**src/rtl/mem_arbiter.sv**
```systemverilog
// mem_arbiter: two-requester round-robin front end for a single-port
// word memory. One transaction is in flight at a time; reads return
// their data on a per-requester response channel, writes are silent.
//
// state | meaning
// ------+-------------------------------------------------------------
// IDLE  | waiting for a request; grants one requester combinationally
// ISSUE | single-cycle memory strobe from the captured request
// WAIT  | memory read latency cycle; read data registered at the edge
// RESP  | read response held on the granted channel until taken
module mem_arbiter #(
  parameter int ADDR_WIDTH = 12,
  parameter int DATA_WIDTH = 32
) (
  input  logic                  axis_aclk,
  input  logic                  axis_reset,

  input  logic                  rq0_tvalid,
  output logic                  rq0_tready,
  input  logic                  rq0_we,
  input  logic [ADDR_WIDTH-1:0] rq0_addr,
  input  logic [DATA_WIDTH-1:0] rq0_wdata,

  input  logic                  rq1_tvalid,
  output logic                  rq1_tready,
  input  logic                  rq1_we,
  input  logic [ADDR_WIDTH-1:0] rq1_addr,
  input  logic [DATA_WIDTH-1:0] rq1_wdata,

  output logic                  rs0_tvalid,
  input  logic                  rs0_tready,
  output logic [DATA_WIDTH-1:0] rs0_tdata,

  output logic                  rs1_tvalid,
  input  logic                  rs1_tready,
  output logic [DATA_WIDTH-1:0] rs1_tdata,

  output logic                  mem_wr_en,
  output logic                  mem_rd_en,
  output logic [ADDR_WIDTH-1:0] mem_addr,
  output logic [DATA_WIDTH-1:0] mem_wdata,
  input  logic [DATA_WIDTH-1:0] mem_rd_data,

  output logic                  busy
);

  typedef enum logic [1:0] {
    IDLE  = 2'd0,
    ISSUE = 2'd1,
    WAIT  = 2'd2,
    RESP  = 2'd3
  } state_t;

  state_t                state;
  state_t                state_nxt;

  // Index of the requester granted most recently; reset value makes
  // requester 0 win the first tie.
  logic                  last_grant;

  logic                  accept;
  logic                  grant_idx;

  logic                  cap_we;
  logic                  cap_idx;
  logic [ADDR_WIDTH-1:0] cap_addr;
  logic [DATA_WIDTH-1:0] cap_wdata;
  logic [DATA_WIDTH-1:0] rsp_data;

  logic                  rsp_taken;

  // Round-robin grant; ready is withheld while reset is sampled so that
  // nothing is accepted and the ready outputs read 0 during reset.
  always_comb begin
    accept     = 1'b0;
    grant_idx  = 1'b0;
    rq0_tready = 1'b0;
    rq1_tready = 1'b0;
    if (state == IDLE && !axis_reset) begin
      if (rq0_tvalid && rq1_tvalid) begin
        grant_idx = ~last_grant;
      end else if (rq1_tvalid) begin
        grant_idx = 1'b1;
      end else begin
        grant_idx = 1'b0;
      end
      accept     = rq0_tvalid | rq1_tvalid;
      rq0_tready = accept & ~grant_idx;
      rq1_tready = accept & grant_idx;
    end
  end

  // Response handshake on whichever channel owns the transaction.
  always_comb begin
    rsp_taken = 1'b0;
    if (state == RESP) begin
      rsp_taken = cap_idx ? rs1_tready : rs0_tready;
    end
  end

  // Next-state logic.
  always_comb begin
    state_nxt = state;
    case (state)
      IDLE: begin
        if (accept) begin
          state_nxt = ISSUE;
        end
      end
      ISSUE: begin
        state_nxt = cap_we ? IDLE : WAIT;
      end
      WAIT: begin
        state_nxt = RESP;
      end
      RESP: begin
        if (rsp_taken) begin
          state_nxt = IDLE;
        end
      end
      default: begin
        state_nxt = IDLE;
      end
    endcase
  end

  // State register; reset abandons any transaction in progress.
  always_ff @(posedge axis_aclk) begin
    if (axis_reset) begin
      state <= IDLE;
    end else begin
      state <= state_nxt;
    end
  end

  // Capture the granted request and advance the round-robin pointer only
  // when a request is actually accepted.
  always_ff @(posedge axis_aclk) begin
    if (axis_reset) begin
      last_grant <= 1'b1;
      cap_we     <= 1'b0;
      cap_idx    <= 1'b0;
      cap_addr   <= '0;
      cap_wdata  <= '0;
    end else if (accept) begin
      last_grant <= grant_idx;
      cap_idx    <= grant_idx;
      cap_we     <= grant_idx ? rq1_we    : rq0_we;
      cap_addr   <= grant_idx ? rq1_addr  : rq0_addr;
      cap_wdata  <= grant_idx ? rq1_wdata : rq0_wdata;
    end
  end

  // Register the memory read data at the end of the latency cycle.
  always_ff @(posedge axis_aclk) begin
    if (axis_reset) begin
      rsp_data <= '0;
    end else if (state == WAIT) begin
      rsp_data <= mem_rd_data;
    end
  end

  // Memory side: strobes, address and write data only during ISSUE so the
  // bus is quiet (all zero) at every other time.
  always_comb begin
    mem_wr_en = 1'b0;
    mem_rd_en = 1'b0;
    mem_addr  = '0;
    mem_wdata = '0;
    if (state == ISSUE) begin
      mem_wr_en = cap_we;
      mem_rd_en = ~cap_we;
      mem_addr  = cap_addr;
      if (cap_we) begin
        mem_wdata = cap_wdata;
      end
    end
  end

  // Response side: only the granted channel shows valid and data.
  always_comb begin
    rs0_tvalid = 1'b0;
    rs1_tvalid = 1'b0;
    rs0_tdata  = '0;
    rs1_tdata  = '0;
    if (state == RESP) begin
      if (cap_idx) begin
        rs1_tvalid = 1'b1;
        rs1_tdata  = rsp_data;
      end else begin
        rs0_tvalid = 1'b1;
        rs0_tdata  = rsp_data;
      end
    end
  end

  // Busy whenever a transaction is in flight.
  always_comb begin
    busy = (state != IDLE);
  end

endmodule

```
**config.mk**
```make
export PLATFORM = sky130hd
export DESIGN_NAME = mem_arbiter
export DESIGN_NICKNAME = d
export VERILOG_FILES = /design/src/rtl/mem_arbiter.sv
export SDC_FILE = /design/constraint.sdc
export NUM_CORES = 1
export LEC_CHECK = 0
export CAP_MARGIN = 20
export CORE_MARGIN = 8
export CORE_UTILIZATION = 35
export CTS_BUF_LIST = sky130_fd_sc_hd__clkbuf_4
export DETAILED_ROUTE_END_ITERATION = 8
export PLACE_DENSITY_LB_ADDON = 0.3
export SLEW_MARGIN = 5
export SYNTH_ARGS = -nofsm -noshare
export SYNTH_HDL_FRONTEND = slang
export SYNTH_SLANG_ARGS = --single-unit
```
**constraint.sdc**
```tcl
create_clock -name axis_aclk -period 1.7 [get_ports axis_aclk]
set_input_delay 0.17 -clock axis_aclk [delete_from_list [all_inputs] [get_ports axis_aclk]]
set_output_delay 0.17 -clock axis_aclk [all_outputs]
set_load 0.05 [all_outputs]
```
## Word level (Yosys, flattened, before mapping)

Cells that the tools add are included.

- Equality and inequality tests: 5
- Muxes and demuxes: 29
- Bitwise logic cells: 6
- Reduce and logical (&&, ||, !) cells: 6

Operator list:

| cell | number |
|---|---|
| 32-bit two-way mux | 7 |
| 12-bit two-way mux | 2 |
| 1-bit two-way mux | 16 |
| 2-bit one-hot mux with 4 select lines | 1 |
| 2-bit two-way mux | 3 |
| 2-bit equality test, second input constant | 2 |
| 2-bit != test, second input constant | 2 |
| 1-bit NOT | 3 |
| 1-bit bitwise AND | 2 |
| 2-bit by 1-bit equality test with 1-bit output, second input constant | 1 |
| 1-bit logical AND | 2 |
| 2-bit logical NOT | 1 |
| 2-bit AND reduction | 1 |
| 2-bit nonzero test | 1 |
| 1-bit logical NOT | 1 |
| 1-bit OR | 1 |

- Register bits after elaboration: 81
- Bits of input ports: 128
- Output and inout port bits: 115

## Depth between registers and ports, before layout

- Depth after elaboration: 6
- Gate-level depth with buffers: 6
- Gate-level depth less buffers: 3

## Least setup slack after synthesis

No wires, ideal clock.

- Path type: reg2out
- Start point: register (tool-made name)
- End point: output port rs1_tdata[22]
- Data arrival time: 1.880 ns
- Required time: 1.530 ns
- Setup slack: -0.350 ns
- Cell stages (with the launch flop): 5
- Buffers on the path: 2
- Cells stage by stage: dfxtp_1 -> buf_2 -> and3_1 -> clkbuf_1 -> and2_1

RTL lines:

| element | RTL line | source |
|---|---|---|
| end, declared | 36 | `output logic [DATA_WIDTH-1:0] rs1_tdata,` |

==> results.cfg <==
[outcome]
status = finished, violations left
violations = setup timing

[finish]
layout.cells.non_filler = 980
fill_cells = 814
design_area_sq_um = 9500
final_core_util_pct = 75.6
drive_above_1_share_pct = 42.0
area_growth_pct = 112
n_antenna_cell = 0
nets = 931

[detailed_routing]
drt_iter0_markers = 410
drt-pass1-iter-count = 4
route.detailed.drc = 0
wl_per_cell_um = 20.3
wl_um = 19900
via_count = 5197
routed_via_density = 5.30
drtAntennaViolNets = 0

[setup_path]
cp.arrival_ps = 1640
cpPeakStageDelay_ps = 390
cp-start-kind = flop
critPathKind = flop to primary output
cp_slowest_cell = dfxtp_4
critPathBufInv = 3
path_cells = buf_6, nor2b_4, buf_12, and3_1, buf_12
crit_fanout = 24
reg2reg_slack_ps = -30
crit_required_ps = 1530
critPathTopFamily = buffers and inverters
path_common_cell = buf_12
critPathCaptureType = primary output

[floorplanning]
die_w_um = 129
rows = 41
die_area_sq_um = 16700
die_h_um = 129
initial_core_util_pct = 35.6
ios = 243
core_sq_um = 12600

[synth]
syn_nets = 679
ys.flop_type = dfxtp_1
syn_inst = 551
ys_warn_count = 0
syn_area_per_cell_sq_um = 8.12
synth_seq_cells = 81
syn_area_sq_um = 4480
synth_common_cells = dfxtp_1, a21oi_1, nand2_1
yosysTopAreaCell = dfxtp_1
ys_types = 27
synth_edf_count = 0
seq_area_frac_synth_pct = 36.2
synth_top_area_share_pct = 36.2
yosysMostFrequentCell = dfxtp_1
async_flop_share_pct = 0
synth_top_cells_by_area = dfxtp_1, o32ai_2, and2_1, a21oi_1, o211ai_1

[global_routing]
first_global_vias = 5196
grt_pass1_wl_um = 28000
antenna_found_initial = 0
grt_max_degree = 82
grt_overflow = 0
grt_usage_pct = 21.4

[pwr]
leakagePower_nw = 3.59
finalPower_mw = 5.32
power.density_nw_per_um2 = 560
ir_drop_v = 0.000339

[timing]
finalWorstSetupSlack_ps = -110
period_minus_slack_ps = 1810
rsz0062_at_grt = true
relSlewSlack_pct = 70.9
finClkSkew_ps = 4.62
setup_violations = 125
tightest_slew_ps = 436
fmax_mhz = 553
hold_viol = 0
post-route-period-util_pct = 106
slew_viol_final = 0

[placed_design]
io_buffers = 242
dpl_cell_area_sq_um = 8320
placed_cells = 927
hpwl_um = 13100
gp_congestion = 0.815

[clock_tree]
cts.sinks = 81
clk_pin_slew_ps = 120
cts_max_level = 3
cts-root-buf = clkbuf_4
cts_max_path_buffers = 2
holdBufCountCts = 0
cts_buffers = 9
cts_tree = yes
worstSkewPairLatency_ps = 430

[job]
cap_violations = 0

[hold_path]
min_path_type = input pin to flop
layout by cell type (no fill, tap or decap), types with 14 or more instances in the layout:
master	n
dfxtp_1	78
o211ai_1	43
clkdlybuf4s50_1	126
buf_12	129
and2_4	65
inv_1	43
and3_4	22
nor3_4	14
nand2_1	65
o32ai_2	32
a21oi_1	77
buf_4	19
flip-flops by register name, summed over array words and instances (netlist names), named ones only:
name,flops
cap_wdata,32
cap_addr,12
cap_we,1
cap_idx,1
rsp_data,32
last_grant,1
state,1
power by group:
part | switching (mW) | internal [mW] | leakage (nW)
clock | 0.662 | 0.318 | 0.0655
sequential | 0.128 | 2.11 | 0.667
combinational | 1.04 | 1.06 | 2.86
timing repair:
item,4_1_cts,5_1_grt
pin swaps,18,9
gates resized for setup,115,40
setup endpoints to repair,114,159
gates cloned,3,13
buffers inserted,12,10
routing by layer:
metal | wire [um] | part of all wire (%) | GRT usage (%)
met5 | 0 | 0 | 0
met1 | 7510 | 38 | 22.7
met3 | 1540 | 7.7 | 7.40
met2 | 10300 | 52 | 38.1
met4 | 490 | 2.5 | 8.50
path summary, 6_finish.rpt:
kind,from,endpoint,cells past startpoint
min,axis_reset,state[0],5
max,flop,mem_wdata[11],5
min reg2reg,cap_wdata[3],cap_wdata[3],2
max reg2reg,flop,cap_wdata[15],9
cell families (layout without fill, tap and decap cells):
group	count (synthesis)	count (layout)	share of synthesized area, %
and+or+nand+nor	191	191	22.6
buffers and inverters	106	363	9.95
muxes	5	5	1.12
DFF	81	81	36.2
AOI/OAI and AO/OA	168	168	30.1
final cells by class:
cell class | instances | area [sq um] | area share, %
sequential | 81 | 1630 | 17.2
clock inverter | 5 | 22.5 | 0.237
multi-input combinational | 364 | 2890 | 30.5
inverter | 46 | 176 | 1.86
clock buffer | 11 | 82.6 | 0.869
timing repair buffer | 301 | 4480 | 47.1
tap | 172 | 215 | 2.27
through the flow:
stage               setup TNS, ps  hold WS (ps)  setup WS, ps
global placement                0           446          53.5
global route               -17600           148          -186
CTS                        -11070           122          -141
detailed placement          -92.5           455         -64.0
floorplan                   -3410           306          -260
finish                      -6830           170          -110
tightest hold or removal path: cells and delay by family:
family | cells | cell delay, ps
AO/OA/AOI/OAI | 1 | 60
buffers and inverters | 2 | 230
AND/OR/NAND/NOR | 2 | 100
Power figures use the tool's default switching activity.
